### config.mk
export PLATFORM = sky130hd
export DESIGN_NAME = seg7_pattern_decoder
export DESIGN_NICKNAME = d
export VERILOG_FILES = /design/src/rtl/seg7_pkg.sv /design/src/rtl/seg7_pattern_lut.sv /design/src/rtl/seg7_pattern_decoder.sv
export SDC_FILE = /design/constraint.sdc
export NUM_CORES = 1
export LEC_CHECK = 0
export ABC_AREA = 1
export CORE_MARGIN = 4
export CORE_UTILIZATION = 35
export CTS_BUF_LIST = sky130_fd_sc_hd__clkbuf_8
export DETAILED_ROUTE_END_ITERATION = 7
export DONT_BUFFER_PORTS = 1
export GPL_TIMING_DRIVEN = 0
export SETUP_SLACK_MARGIN = 0.5
export SYNTH_ARGS = -nofsm -noshare
export SYNTH_HDL_FRONTEND = slang
export SYNTH_SLANG_ARGS = --single-unit
### constraint.sdc
create_clock -name clock -period 2.25 [get_ports clock]
set_input_delay 0.1125 -clock clock [delete_from_list [all_inputs] [get_ports clock]]
set_output_delay 0.1125 -clock clock [all_outputs]
set_load 0.02 [all_outputs]
### src/rtl/seg7_pkg.sv
// seg7_pkg: shared 7-segment pattern table (active-low, bit0=a..bit6=g) and decoder state encoding.
package seg7_pkg;
    localparam logic [6:0] SEG_0 = 7'h40;
    localparam logic [6:0] SEG_1 = 7'h79;
    localparam logic [6:0] SEG_2 = 7'h24;
    localparam logic [6:0] SEG_3 = 7'h30;
    localparam logic [6:0] SEG_4 = 7'h19;
    localparam logic [6:0] SEG_5 = 7'h12;
    localparam logic [6:0] SEG_6 = 7'h02;
    localparam logic [6:0] SEG_7 = 7'h78;
    localparam logic [6:0] SEG_8 = 7'h00;
    localparam logic [6:0] SEG_9 = 7'h10;
    localparam logic [6:0] SEG_A = 7'h08;
    localparam logic [6:0] SEG_B = 7'h03;
    localparam logic [6:0] SEG_C = 7'h46;
    localparam logic [6:0] SEG_D = 7'h21;
    localparam logic [6:0] SEG_E = 7'h06;
    localparam logic [6:0] SEG_F = 7'h0E;
    localparam logic [6:0] SEG_BLANK = 7'h7F;
    localparam logic [15:0][6:0] SEG_TABLE = {SEG_F, SEG_E, SEG_D, SEG_C, SEG_B, SEG_A, SEG_9, SEG_8,
                                              SEG_7, SEG_6, SEG_5, SEG_4, SEG_3, SEG_2, SEG_1, SEG_0};
    localparam logic [1:0] ST_IDLE   = 2'd0;
    localparam logic [1:0] ST_SETTLE = 2'd1;
    localparam logic [1:0] ST_LOCKED = 2'd2;
endpackage

### src/rtl/seg7_pattern_lut.sv
// seg7_pattern_lut: reverse lookup of a segment pattern to its hex nibble, hit=0 when not in the table.
module seg7_pattern_lut
    import seg7_pkg::*;
(
    input  logic [6:0] seg,
    output logic       hit,
    output logic [3:0] nibble
);
    always_comb begin
        hit = 1'b0;
        nibble = 4'd0;
        for (int i = 0; i < 16; i++)
            if (seg == SEG_TABLE[i]) begin
                hit = 1'b1;
                nibble = 4'(i);
            end
    end
endmodule

### src/rtl/seg7_pattern_decoder.sv
// seg7_pattern_decoder: debounces an active-low 7-segment bus and decodes it to a digit with status.
// Optional SEG7_BLANK_DETECT_EN: accept the all-off pattern as blank instead of flagging it illegal.
module seg7_pattern_decoder
    import seg7_pkg::*;
#(
    parameter int STABLE_CYCLES = 4,
    parameter int ERR_W = 8
) (
    input  logic             clock,
    input  logic             resetn,
    input  logic [6:0]       seg_in,
    input  logic             err_clr,
    output logic [3:0]       digit,
    output logic             valid,
    output logic             changed,
    output logic             err,
    output logic             blank,
    output logic [ERR_W-1:0] err_count
);
    localparam int CW = $clog2(STABLE_CYCLES + 1);
    localparam logic [CW-1:0] STABLE = CW'(STABLE_CYCLES);

    logic [6:0]    samp, prev;
    logic [CW-1:0] cnt, cnt_nxt;
    logic [1:0]    state;
    logic          same, accept, hit, is_blank, bad;
    logic [3:0]    nibble;

    seg7_pattern_lut u_lut (.seg(samp), .hit(hit), .nibble(nibble));

    assign same = samp == prev;
    assign cnt_nxt = !same ? CW'(1) : (cnt == STABLE ? cnt : cnt + 1'b1);
    // a change edge itself may accept when only one stable sample is required
    assign accept = cnt_nxt == STABLE && (state == ST_SETTLE || !same);
    assign bad = accept && !hit && !is_blank;

    always_ff @(posedge clock or negedge resetn) begin
        if (!resetn) begin
            samp <= SEG_BLANK;
            prev <= SEG_BLANK;
            cnt <= '0;
            state <= ST_IDLE;
            digit <= 4'd0;
            valid <= 1'b0;
            changed <= 1'b0;
            err <= 1'b0;
            err_count <= '0;
        end else begin
            samp <= seg_in;
            prev <= samp;
            cnt <= cnt_nxt;
            state <= accept ? ST_LOCKED : (!same ? ST_SETTLE : state);
            changed <= accept && hit && (!valid || nibble != digit);
            err <= bad;
            digit <= accept && hit ? nibble : digit;
            valid <= accept ? hit : valid;
            err_count <= err_clr ? '0 : (bad && !(&err_count)) ? err_count + 1'b1 : err_count;
        end
    end

`ifdef SEG7_BLANK_DETECT_EN
    assign is_blank = samp == SEG_BLANK;
    always_ff @(posedge clock or negedge resetn) begin
        if (!resetn)
            blank <= 1'b0;
        else if (accept)
            blank <= is_blank;
    end
`else
    assign is_blank = 1'b0;
    assign blank = 1'b0;
`endif
endmodule
==> metrics.yaml, run 1 <==
timing:
  hold_viol: 0
  worst_hold_slack_ns: 0.2335
  final_worst_clock_skew_ns: 0.01254
  grt_setup_unrepaired: "true"
  fmax_mhz: 542.7
  postLayoutSetupSlackWorst_ns: 0.4073
  totalNegativeSetupSlack_ns: 0
  final.period_utilization_pct: 81.90
  final_setup_violation_count: 0
  min_period_ns: 1.843
  timing.final.max_slew_violations: 0
global_route:
  grt_pass1_vias: 1569
  grt_antenna_before_repair: 0
  grt_pass1_wl_mm: 6.879
  grt_max_degree: 35
  groute.usage.overall_pct: 13.25
  grt_overflow: 0
floorplan:
  io_pins: 26
  die-width_um: 82.80
  die_y_um: 82.80
  core_area_um2: 5270
  start_util_pct: 37.16
  std_cell_rows: 26
  die-area_um2: 6855
critical_path:
  timing.critical_path.slowest_cell_delay_ns: 0.61
  critical_path.reg2reg.startpoint: "samp[1]"
  timing.setup.critical_path_class: "register to register"
  path_delay_family: "simple AND/OR/NAND/NOR gates"
  rr_worst_depth: 10
  critical_path.slowest_cell: "sky130_fd_sc_hd__dfstp_2"
  crit_required_ns: 2.47
  critical_path.n_buffers_inverters: 0
  worstSetupStartpointType: "register"
  crit_path_frequent_cell: "sky130_fd_sc_hd__nand2_1"
  critical_path_arrival_ns: 2.07
  worst-r2r-setup-slack_ns: 0.41
  timing.rr.end: "err_count[3]"
  path_max_fanout: 7
  crit_chain: "xor2_1 > nor2_1 > nand2_1 > nor2_4 > nand4_1 > nor2_2 > nand3_4 > nand2_8 > nand2_2 > nand2_1"
  timing.critical_path.to_type: "register"
power:
  pwr_density_cell_nw_per_um2: 519.4
  power.share.combinational_pct: 9.4
  max-vdd-ir-drop_v: 0.0002421
  cell_leakage_power_nw: 1.142
  fraction_of_power_consumed_by_sequential_logic_pct: 52.6
  p_sw_mw: 0.3092
  switching_share_pct: 25.03
  power.share.clock_pct: 38.1
  internal-power_mw: 0.9262
worst_hold_path:
  min-delay-path-class: "input pin to register"
  holdCritStartpoint: "err_clr"
  worstHoldEndpoint: "err_count[6]"
  hold-path-cell-count: 3
final_layout:
  num_antenna_cells: 0
  layout.cells.most_common_list: "sky130_fd_sc_hd__nand2_1 (52), sky130_fd_sc_hd__nor2_1 (29), sky130_fd_sc_hd__inv_1 (24), sky130_fd_sc_hd__nand2_2 (20), sky130_fd_sc_hd__dfrtp_1 (20)"
  leading_cell_type_in_the_layout_fill_and_taps_excluded: "sky130_fd_sc_hd__nand2_1"
  drive_above_1_share_pct: 30.57
  flow.area_growth_from_synthesis_pct: 21.47
  design.final.nets: 277
synthesis:
  syn_inst: 241
  synth_area_um2: 1958
  syn-num-nets: 254
  yosys_warnings: 0
  distinct_cell_type_count_of_the_synthesized_netlist: 30
  ys_ff_latch: 34
  yosysSeqAreaShare_pct: 44.35
  avg_inst_size_synth_um2: 8.125
clocking:
  cts_sinks: 34
  clkLatencyLatePin_ns: 0.29
  clock_tree.root_cell: "sky130_fd_sc_hd__clkbuf_8"
  clock_tree.buffer_depth: 2
  clock_pin_slew_on_the_worst_setup_and_hold_paths_ns: 0.07
  total_clock_buffers_created_by_cts: 5
  htree_num_levels: 2
  tritoncts: "done"
route:
  detailedRoute.firstPassIterationCount: 4
  drt_drc_violations_left: 0
  wl_per_instance_um: 11.56
  vias: 1562
  routed_wirelength_mm: 3.872
  drtIter0Drc: 62
  antenna_left: 0
  vias_per_cell: 4.663
placement:
  gp_routability_congestion: 0.8685
  dp_hpwl_mm: 2.709
  detailedPlace.worstSlack_ns: 0.3712
  placement.io_buffers: 0
status:
  status: "finished clean"
run:
  max_cap_violations: 0
-- worst min-delay path, delay by kind of cell --
| kind | cells | cell delay, ns |
|---|---|---|
| buffers and inverters | 1 | 0.20 |
| AND/OR/NAND/NOR | 2 | 0.17 |
-- through the flow --
stage | util (%) | total power [mW] | cells | instance area [µm²]
final | 45.13 | 1.235 | 335 | 2379
after global routing | 45.13 | 1.307 | 335 | 2379
after CTS | 44.21 | 1.246 | 334 | 2330
after detailed placement | 38.82 | 0.7330 | 311 | 2046
after global placement | 38.82 | 0.7318 | 311 | 2046
after floorplan | - | 0.7205 | 241 | 1958
-- state kept, by name, summed over array words and instances (netlist names) --
register,count
err_count,8
prev,7
valid,1
cnt,3
samp,7
digit,4
state,2
err,1
changed,1
-- power groups by stage --
stage	logic, mW	registers [mW]	clock network, mW
3_3_place_gp	0.0730	0.659	0
4_1_cts	0.110	0.649	0.487
3_5_place_dp	0.0731	0.660	0
5_1_grt	0.129	0.652	0.526
2_1_floorplan	0.0640	0.657	0
6_report	0.116	0.649	0.470
-- cells in the mapped netlist (all sizes together) --
master	n	area, µm²
a21oi	1	5.000
buf	3	30.03
clkinv	1	3.750
conb	1	3.750
dfrtp	20	500.5
dfstp	14	367.9
ha	3	37.54
inv	31	116.4
nand2	75	314.0
nand3	17	102.6
nand3b	3	22.52
nand4	7	43.79
nor2	38	195.2
nor3	6	46.30
o21ai	7	46.29
xnor2	5	43.79
xor2	9	78.83
-- worst max-delay path by stage --
stage / startpoint / endpoint / slack, ns / cells after the start
6_report: samp[1] / err_count[3] / 0.41 / 10
4_1_cts: samp[6] / err_count[3] / 0.43 / 11
2_1_floorplan: samp[5] / digit[0] / 0.57 / 10
3_5_place_dp: samp[5] / valid / 0.37 / 9
5_1_grt: samp[5] / changed / 0.25 / 14
3_3_place_gp: samp[6] / digit[1] / 0.39 / 13
-- metal layers --
layer	GRT usage (%)	routed length, µm	vias up
met3	3.348	147	7
met4	4.412	59	0
met5	0	0	-
met2	24.44	1992	21
li1	-	-	793
met1	14.74	1672	741
-- timing repair --
action	CTS	global route
gates cloned	0	0
pin swaps	8	0
hold buffers	10	0
buffers inserted	5	1
hold endpoints to repair	47	0
resized for setup	16	11
endpoints found under the setup margin	16	16
-- cell families after synthesis --
group / Yosys count / synth area share [%]
xor gates and xnor gates: 14 / 6.262
AOI/OAI and AO/OA: 8 / 2.619
buffers and inverters: 35 / 7.668
DFF: 34 / 44.34
adders and majority gates: 3 / 1.917
and+or+nand+nor: 146 / 37.00
other: 1 / 0.1915
-- cell type report --
| class | instances | area [µm²] |
|---|---|---|
| buffer | 3 | 30.03 |
| clock buffer | 6 | 82.58 |
| clock inverter | 2 | 8.758 |
| fill | 533 | 2892 |
| inverter | 32 | 122.6 |
| multi-input combinational | 172 | 1023 |
| sequential | 34 | 868.3 |
| tap | 70 | 87.58 |
| timing repair buffer | 16 | 155.1 |
Power figures use the tool's default switching activity.
==> run 2, diff against run 1 <==
==> constraint.sdc (replaced) <==
create_clock -name clock -period 1.8 [get_ports clock]
set_input_delay 0.09 -clock clock [delete_from_list [all_inputs] [get_ports clock]]
set_output_delay 0.09 -clock clock [all_outputs]
set_load 0.02 [all_outputs]
==> metrics.yaml, run 2 (synthesis results as in run 1) <==
status:
  status: "complete, but fails checks"
  violations_in_the_final_reports: "setup timing"
floorplan:
  die-width_um: 82.80  # unchanged
  core_area_um2: 5270  # unchanged
  die-area_um2: 6855  # unchanged
  std_cell_rows: 26  # unchanged
  die_y_um: 82.80  # unchanged
  start_util_pct: 37.16  # unchanged
  io_pins: 26  # unchanged
global_route:
  grt_overflow: 0  # unchanged
  grt_pass1_wl_mm: 7.169  # +4.2%
  groute.usage.overall_pct: 13.84  # +0.59 points
  grt_max_degree: 35  # unchanged
  grt_antenna_before_repair: 0  # unchanged
  grt_pass1_vias: 1654  # +5.4%
timing:
  final_worst_clock_skew_ns: 0.01295  # +0.0004086 ns
  totalNegativeSetupSlack_ns: -0.4014  # -0.4014 ns
  final_setup_violation_count: 8  # +8
  min_period_ns: 1.860  # +0.01719 ns
  final.period_utilization_pct: 103.3  # +21 points
  fmax_mhz: 537.7  # -0.92%
  timing.final.max_slew_violations: 0  # unchanged
  postLayoutSetupSlackWorst_ns: -0.05993  # -0.4672 ns
  hold_viol: 0  # unchanged
  grt_setup_unrepaired: "true"
critical_path:
  worstSetupStartpointType: "register"
  timing.critical_path.to_type: "register"
  crit_required_ns: 2.03  # -0.44 ns
  timing.setup.critical_path_class: "register to register"
  rr_worst_depth: 10  # unchanged
  critPathCapture: "err_count[4]"
  critical_path_arrival_ns: 2.09  # +0.02 ns
  worst-r2r-setup-slack_ns: -0.06  # -0.47 ns
  path_max_fanout: 7  # unchanged
  worstSetupStartpoint: "samp[4]"
  critical_path.reg2reg.startpoint: "samp[4]"
  timing.rr.end: "err_count[4]"
clocking:
  cts_sinks: 34  # unchanged
  clock_tree.buffer_depth: 2  # unchanged
  clkLatencyLatePin_ns: 0.29  # about the same
  total_clock_buffers_created_by_cts: 5  # unchanged
  htree_num_levels: 2  # unchanged
  tritoncts: "done"
  clock_pin_slew_on_the_worst_setup_and_hold_paths_ns: 0.08  # about the same
  clock_tree.root_cell: "sky130_fd_sc_hd__clkbuf_8"
final_layout:
  num_antenna_cells: 0  # unchanged
  layout.cells.non_filler: 344  # +2.7%
  largest_register_ff_count: 8  # unchanged
  multiInputGateArea_um2: 1069  # +4.4%
  largestRegisters: "err_count (8), prev (7), samp (7)"
  design.final.nets: 286  # +3.2%
  top_register: "err_count"
  flow.area_growth_from_synthesis_pct: 30.29
  leading_cell_type_in_the_layout_fill_and_taps_excluded: "sky130_fd_sc_hd__nand2_1"
  fill_cells: 506  # -5.1%
  layout.cells.most_common_list: "sky130_fd_sc_hd__nand2_1 (52), sky130_fd_sc_hd__nor2_1 (26), sky130_fd_sc_hd__inv_1 (23), sky130_fd_sc_hd__dfrtp_1 (20), sky130_fd_sc_hd__nand2_2 (18)"
  drive_above_1_share_pct: 36.13  # +5.6 points
  reg_area_um2: 868.3  # unchanged
route:
  antenna_left: 0  # unchanged
  vias_per_cell: 4.666  # about the same
  wl_per_instance_um: 11.90  # +3.0%
  vias: 1605  # +2.8%
  drtIter0Drc: 56  # -9.7%
  drt_drc_violations_left: 0  # unchanged
  detailedRoute.firstPassIterationCount: 4  # unchanged
  routed_wirelength_mm: 4.095  # +5.8%
power:
  cell_leakage_power_nw: 1.239  # +8.5%
  max-vdd-ir-drop_v: 0.0003779  # +56%
  pwr_density_cell_nw_per_um2: 717.1  # +38%
placement:
  detailedPlace.worstSlack_ns: -0.06257  # -0.4338 ns
  dp_hpwl_mm: 2.790  # +3.0%
  gp_routability_congestion: 0.9092  # +4.7%
  placement.io_buffers: 0  # unchanged
  placed_cells: 311  # unchanged
worst_hold_path:
  min-delay-path-class: "input pin to register"
run:
  max_cap_violations: 0  # unchanged
[run 2: worst max-delay path: stages, from the launching register on]
cell and delay (ns):
sky130_fd_sc_hd__dfstp_2 0.57, sky130_fd_sc_hd__buf_4 0.12, sky130_fd_sc_hd__xnor2_2 0.11, sky130_fd_sc_hd__nand3_2 0.11, sky130_fd_sc_hd__nor2_4 0.20, sky130_fd_sc_hd__nand4_1 0.14
sky130_fd_sc_hd__nor2_2 0.15, sky130_fd_sc_hd__nand3_4 0.14, sky130_fd_sc_hd__nand2_4 0.13, sky130_fd_sc_hd__nand2_1 0.07, sky130_fd_sc_hd__nand2_1 0.05
[run 2: per-layer routing]
metal | track usage (%) | vias up | wire, µm
met4 | 4.412 | 0 | 57
met1 | 15.67 | 762 | 1815
met2 | 24.60 | 30 | 2026
met5 | 0 | - | 0
li1 | - | 807 | -
met3 | 4.428 | 6 | 197
[run 2: power by group]
| group | internal, mW | total, mW | switching, mW | leakage, nW |
|---|---|---|---|---|
| sequential | 0.793 | 0.810 | 0.0163 | 0.416 |
| combinational | 0.0715 | 0.163 | 0.0911 | 0.754 |
| clock | 0.555 | 0.857 | 0.302 | 0.0683 |
[run 2: area by class of cell]
cell class / instances / share of cell area [%]
clock buffers: 5 / 2.697
multi-input cells: 172 / 41.88
clock inverters: 3 / 2.697
inverters: 32 / 5.199
repair buffers: 25 / 8.877
flip-flops and latches: 34 / 34.04
plain buffers: 3 / 1.177
well taps: 70 / 3.433
[run 2: repair_timing]
action	in CTS	in global routing
hold buffers	10	0
endpoints found under the hold margin	47	0
pin swaps	10	10
gates resized for setup	8	23
buffers inserted	9	6
setup endpoints to repair	20	20
[run 2: how the worst min path moves through the flow]
stage	startpoint	endpoint	slack, ns	cells after the start
2_1_floorplan	resetn	changed	-0.21	0
3_3_place_gp	resetn	digit[0]	-0.20	0
3_5_place_dp	resetn	digit[0]	-0.20	0
4_1_cts	err_clr	err_count[3]	0.15	3
5_1_grt	err_clr	err_count[0]	0.19	3
6_report	err_clr	err_count[0]	0.16	3
[run 2: per-stage QoR]
stage          hold WS (ns)  util (%)  area (µm²)  power [mW]
2_1_floorplan       -0.2056         -        1998      0.9076
3_3_place_gp        -0.2043     39.58        2086      0.9216
3_5_place_dp        -0.2040     39.58        2086      0.9234
4_1_cts              0.1476     46.13        2431       1.844
5_1_grt              0.1882     48.41        2551       1.913
6_report             0.1623     48.41        2551       1.829
